$ cat src/rtl/bcd_modulo_counter_pkg.sv
// bcd_modulo_counter_pkg: shared BCD digit type, digit limit and decimal-to-BCD conversion.
package bcd_modulo_counter_pkg;
  typedef logic [3:0] bcd_t;
  localparam bcd_t BCD_MAX_DIGIT = 4'd9;
  function automatic logic [7:0] to_bcd2(input int v);
    return {4'(v / 10), 4'(v % 10)};
  endfunction
endpackage

$ cat src/rtl/bcd_digit.sv
// bcd_digit: one BCD digit register with load, range wrap, and 0-9 up/down stepping.
module bcd_digit
  import bcd_modulo_counter_pkg::*;
#(
  parameter bcd_t RESET_VAL = '0
) (
  input  logic clk,
  input  logic rst_n,
  input  logic inc,
  input  logic dec,
  input  logic load,
  input  logic wrap,
  input  bcd_t load_val,
  input  bcd_t wrap_to,
  output bcd_t q,
  output logic at_nine,
  output logic at_zero
);
  bcd_t q_n;
  assign at_nine = q == BCD_MAX_DIGIT;
  assign at_zero = q == '0;
  always_comb
    q_n = load ? load_val :
          wrap ? wrap_to :
          inc  ? (at_nine ? '0 : q + 4'd1) :
          dec  ? (at_zero ? BCD_MAX_DIGIT : q - 4'd1) : q;
  always_ff @(posedge clk or negedge rst_n)
    if (!rst_n) q <= RESET_VAL;
    else q <= q_n;
endmodule

$ cat src/rtl/bcd_modulo_counter.sv
// bcd_modulo_counter: two-digit BCD up/down counter over [MIN_COUNT..MAX_COUNT] with wrap,
// checked parallel load and combinational carry/borrow for cascading.
module bcd_modulo_counter
  import bcd_modulo_counter_pkg::*;
#(
  parameter int MIN_COUNT   = 0,
  parameter int MAX_COUNT   = 59,
  parameter int RESET_COUNT = 0
) (
  input  logic clk,
  input  logic rst_n,
  input  logic inc,
  input  logic dec,
  input  logic load,
  input  bcd_t load_msd,
  input  bcd_t load_lsd,
  output logic carry_out,
  output logic borrow_out,
  output logic load_err,
  output bcd_t data_msd,
  output bcd_t data_lsd
);
  localparam logic [7:0] MIN_B = to_bcd2(MIN_COUNT);
  localparam logic [7:0] MAX_B = to_bcd2(MAX_COUNT);
  localparam logic [7:0] RST_B = to_bcd2(RESET_COUNT);
  if (MIN_COUNT < 0 || MIN_COUNT > 98 || MAX_COUNT <= MIN_COUNT || MAX_COUNT > 99 ||
      RESET_COUNT < MIN_COUNT || RESET_COUNT > MAX_COUNT) begin : g_bad_params
    $error("bcd_modulo_counter: illegal MIN/MAX/RESET parameters");
  end
  logic [7:0] count, ld;
  logic up, dn, legal, do_load, wrap, lsd_nine, lsd_zero;
  logic [1:0] msd_flags_unused;
  assign count = {data_msd, data_lsd};
  assign ld = {load_msd, load_lsd};
  // BCD digits <=9 compare correctly as plain 8-bit values
  assign legal = load_msd <= BCD_MAX_DIGIT && load_lsd <= BCD_MAX_DIGIT && ld >= MIN_B && ld <= MAX_B;
  assign do_load = load & legal;
  assign up = inc & ~dec & ~load;
  assign dn = dec & ~inc & ~load;
  assign carry_out = up & (count == MAX_B);
  assign borrow_out = dn & (count == MIN_B);
  assign wrap = carry_out | borrow_out;
  bcd_digit #(.RESET_VAL(RST_B[3:0])) u_lsd (
    .clk(clk), .rst_n(rst_n), .inc(up), .dec(dn), .load(do_load), .wrap(wrap),
    .load_val(load_lsd), .wrap_to(carry_out ? MIN_B[3:0] : MAX_B[3:0]),
    .q(data_lsd), .at_nine(lsd_nine), .at_zero(lsd_zero)
  );
  bcd_digit #(.RESET_VAL(RST_B[7:4])) u_msd (
    .clk(clk), .rst_n(rst_n), .inc(up & lsd_nine), .dec(dn & lsd_zero), .load(do_load), .wrap(wrap),
    .load_val(load_msd), .wrap_to(carry_out ? MIN_B[7:4] : MAX_B[7:4]),
    .q(data_msd), .at_nine(msd_flags_unused[1]), .at_zero(msd_flags_unused[0])
  );
  always_ff @(posedge clk or negedge rst_n)
    if (!rst_n) load_err <= 1'b0;
    else load_err <= load & ~legal;
endmodule

$ cat config.mk
export PLATFORM = sky130hd
export DESIGN_NAME = bcd_modulo_counter
export DESIGN_NICKNAME = d
export VERILOG_FILES = /design/src/rtl/bcd_modulo_counter_pkg.sv /design/src/rtl/bcd_digit.sv /design/src/rtl/bcd_modulo_counter.sv
export SDC_FILE = /design/constraint.sdc
export NUM_CORES = 1
export LEC_CHECK = 0
export ABC_CLOCK_PERIOD_IN_PS = 3740
export CORE_MARGIN = 3
export CORE_UTILIZATION = 50
export DETAILED_ROUTE_END_ITERATION = 6
export GPL_ROUTABILITY_DRIVEN = 0
export GPL_TIMING_DRIVEN = 0
export PLACE_DENSITY = 0.84
export SLEW_MARGIN = 15
export SYNTH_ARGS = -nofsm -noshare
export SYNTH_HDL_FRONTEND = slang
export SYNTH_SLANG_ARGS = --single-unit
$ cat constraint.sdc
create_clock -name clk -period 3.74 [get_ports clk]
set_input_delay 1.122 -clock clk [delete_from_list [all_inputs] [get_ports clk]]
set_output_delay 1.122 -clock clk [all_outputs]
set_load 0.01 [all_outputs]
* Yosys cells after proc, flatten, opt, wreduce, memory -nomap -nowiden *
Index checks and enable logic that the tools add are counted.

word-level totals
  bits in registers = 9
  bits in latches = 0
  RAM bits = 0
  bits in read-only memories = 0
  input port bits = 13
  word-level logic and storage cells = 51
  memories kept = 0

cells by class
  add/sub/neg operators = 4
  multiply operators = 0
  divide/modulo/power cells = 0
  magnitude comparators = 4
  equality and inequality tests = 3
  shift-type cells = 0
  muxes and demuxes = 14
  bitwise gates (word level) = 15
  reduce and logical (&&, ||, !) cells = 8

operator list
  operator                                                                             number
  4-bit two-way mux                                                                    13
  1-bit bitwise AND                                                                    10
  4-bit by 1-bit adder with 4-bit output, second input constant                        2
  4-bit equality test, second input constant                                           2
  8-bit by 7-bit equality test with 1-bit output, second input constant                1
  8-bit by 1-bit greater-or-equal comparator with 1-bit output, second input constant  1
  4-bit less-or-equal comparator, second input constant                                2
  8-bit by 7-bit less-or-equal comparator with 1-bit output, second input constant     1
  4-bit zero test                                                                      2
  8-bit zero test                                                                      1
  4-bit nonzero test                                                                   2
  4-bit by 1-bit subtractor with 4-bit output, second input constant                   2
  1-bit NOT                                                                            4
  1-bit logical AND                                                                    3
  3-bit two-way mux                                                                    1
  1-bit bitwise OR                                                                     1

* Logic depth before layout (Yosys ltp) *
  depth after elaboration = 8
  depth in mapped cells = 8
  mapped depth without buffers = 7

* Cells and area by module *
A second synthesis with hierarchy kept.

second synthesis, totals
  cells, all modules = 125
  area total of the unflattened synthesis = 940.9 µm²

by module, submodules not included
  module              times used  cells each  area each (µm²)  sequential area each (µm²)
  bcd_digit           2           53          404.1            100.1
  bcd_modulo_counter  1           19          132.6            25.0

* Worst setup path after synthesis *
No wires, ideal clock.

  path type = input -> output
  start = input port load
  end = output port borrow_out
  data arrival time = 1.997 ns
  data required time = 2.618 ns
  setup slack = 0.621 ns
  cell stages on the path = 3
  buffers on the path = 1
  cells stage by stage = buf_6 or4b_4 nor4_4

between the ends
  word-level cells in the longest chain between the ends = 3

RTL lines
  element            line                      text
  start, declared    bcd_modulo_counter.sv:14  input logic load,
  1-bit NOT          bcd_modulo_counter.sv:39  assign dn = dec & ~inc & ~load;
  1-bit bitwise AND  bcd_modulo_counter.sv:39
  1-bit bitwise AND  bcd_modulo_counter.sv:41  assign borrow_out = dn & (count == MIN_B);
  end, declared      bcd_modulo_counter.sv:18  output logic borrow_out,

Every way passes these cells.

* Final worst setup path *
  start = input port dec
  end = output port borrow_out

between the ends
  word-level cells in the longest chain between the ends = 3

RTL lines
  element                          line                      text
  start, declared                  bcd_modulo_counter.sv:13  input logic dec,
  1-bit bitwise AND (2 in series)  bcd_modulo_counter.sv:39
  1-bit bitwise AND                bcd_modulo_counter.sv:41

Every way passes these cells.

==> results.ini <==
[critical_path]
critPathMaxFanout=8
crit_type=input port to output pin
slowest_stage=or2b_2
r2r_start=u_msd.q[0]
cp-start-kind=input port
cp.required_ns=2.62
critPathLaunch=dec
crit_path_end_kind=output pin
crit_chain=dlygate4sd2_1 -> or2b_2 -> nor4_4 -> dlygate4sd2_1
crit_top_cell=dlygate4sd2_1
crit_arrival_ns=2.43
slowest_delay_ns=0.37

[place]
postPlaceCellArea_um2=1270
post-place-cells=169
io_buffers=22
hpwlAfterDp_um=2020

[clock_tree]
clk_pin_slew_ns=0.06
clk_path_buf_depth=2
root_buffer=clkbuf_4
post-cts-setup-buffer-count=0
cts_tree=done
htreeDepth=1
insertion_delay_ns=0.26
cts_buffers=3
cts.sinks=9

[synth]
ys_ff_latch=9
synthCells=122
async_flop_share=1.00
yosysSeqAreaShare=0.221
synth.distinct_cells=52
synth_fp_nets=139
synth_area_um2=1020
avgSynthCellArea_um2=8.34
dominantRegCellSynth=dfrtp_1
synth_edf_count=0
yosys_warnings=0

[worst_hold_path]
min_from=u_msd.q[1]
hp-class=register to register

[sta]
worst_slew_pin_slew_ns=0.456
slew-limit-headroom=0.694
fmax_ghz=0.281
timing.final.crit_share=0.951
finClkSkew_ns=0.00977
fin_crit_ns=3.56
maxSlewViolCount=0
finalHoldViolCount=0
rsz0062_at_grt=false
fin_setup_tns_ns=0
whs_ns=0.638
setup_viol=0

[route]
drt-total-wl_um=2500
first_pass_iters=4
wl_per_cell_um=14.4
vias_per_cell=5.97
route.vias.total=1033
first_iter_violations=32
drc=0
ant_nets=0

[layout]
diodes=0
final_layout_size_suffix_gt1_frac=0.176
layout_commonest_cell=clkdlybuf4s50_1
instances_no_fill=173
final_nets=166
layout_common_cells=clkdlybuf4s50_1, nand2_1, dfrtp_1
final_area_um2=1290
seq_area_um2=225
areaGrowthSynthToFinish_pct=26.9
multi_input_area_um2=678
fill_cells=153

[global_routing]
grt_pass1_wl_um=4300
antenna_found_initial=0
grt_start_max_net_pins=11
grt_pass1_vias=938
grt.total_usage=0.211
overflow=0

[floorplanning]
dieArea_um2=2610
die_h_um=51.1
num_rows=15
core_area_um2=1820
io_pins=24
fp.dieW_um=51.1
start_util=0.559

[flow_run]
cap_viol_max_count=0

[pwr]
leakagePower_nw=0.538
irDropWorstVdd_uv=431
power-per-cell-area_nw_per_um2=595

[run_status]
outcome=completed

-- critical path, delay by kind of cell --
kind / cells / cell delay (ns)
buf+inv: 2 / 0.63
simple gates: 2 / 0.69
-- power by group --
part           leakage (nW)  switching, W  internal [W]
clock                0.0177     0.0000358     0.0000394
sequential            0.105     0.0000408      0.000135
combinational         0.415      0.000261      0.000256
-- what timing repair did --
action	4_1_cts	5_1_grt
hold buffers	0	0
endpoints found under the setup margin	2	0
resized for setup	4	0
-- state kept, by name (all words and copies together), names as in the netlist --
name and cells:
u_msd.q 4, u_lsd.q 4, load_err 1
-- cells in the mapped netlist, types with 2 or more instances --
library cell / count / area [um2]
nand2_1: 11 / 41.3
o21ai_1: 2 / 10.0
a21oi_1: 8 / 40.0
nand3_1: 2 / 10.0
o221ai_1: 2 / 17.5
buf_6: 4 / 45.0
a31oi_1: 6 / 37.5
inv_1: 8 / 30.0
dfrtp_1: 9 / 225
and2_1: 2 / 12.5
a211oi_1: 2 / 15.0
mux2_2: 2 / 22.5
o211ai_1: 4 / 30.0
o21bai_1: 2 / 15.0
xnor2_1: 2 / 17.5
nand4_1: 2 / 12.5
nor2_1: 6 / 22.5
buf_4: 4 / 30.0
o21ai_0: 7 / 35.0
or2b_2: 2 / 17.5
ha_1: 4 / 50.1
-- per-stage QoR --
stage	worst slack, ns	utilization	power [W]
floorplan	0.621	-	0.000526
global placement	-0.359	0.697	0.000677
detailed placement	-0.383	0.697	0.000693
CTS	0.174	0.709	0.000769
global route	0.112	0.709	0.000835
finish	0.183	0.709	0.000769
-- final cells by class --
type                            instances  share of cell area
Buffer                                 10              0.0649
Clock buffer                            3              0.0174
Clock inverter                          1             0.00388
Inverter                                8              0.0233
Multi-Input combinational cell         95               0.525
Sequential cell                         9               0.174
Tap cell                               25              0.0242
Timing Repair Buffer                   22               0.167
-- cells by family after synthesis --
kind of cell               after synthesis  synth area share
AOI/OAI and AO/OA                       44             0.293
muxes                                    3            0.0320
buffers and inverters                   18             0.112
adders and majority gates                4            0.0492
DFF                                      9             0.221
xor gates and xnor gates                 3            0.0258
and+or+nand+nor                         41             0.267
-- path summary, 6_finish.rpt --
kind,endpoint,slack (ns),cells past startpoint
worst max-delay path,borrow_out,0.18,4
worst min-delay path,u_msd.q[1],0.64,1
worst max register to register,u_lsd.q[1],1.56,7
worst min register to register,u_msd.q[1],0.64,1
max in group asynchronous,u_msd.q[2],2.27,1
min in group asynchronous,load_err,1.16,1
-- routing by layer --
layer / vias to the layer above / wire (um) / track usage
li1: 505 / - / -
met2: 36 / 1230 / 0.358
met5: - / 0 / 0
met1: 490 / 1120 / 0.282
met4: 0 / 8 / 0.0359
met3: 2 / 141 / 0.0350
Power figures use the tool's default switching activity.
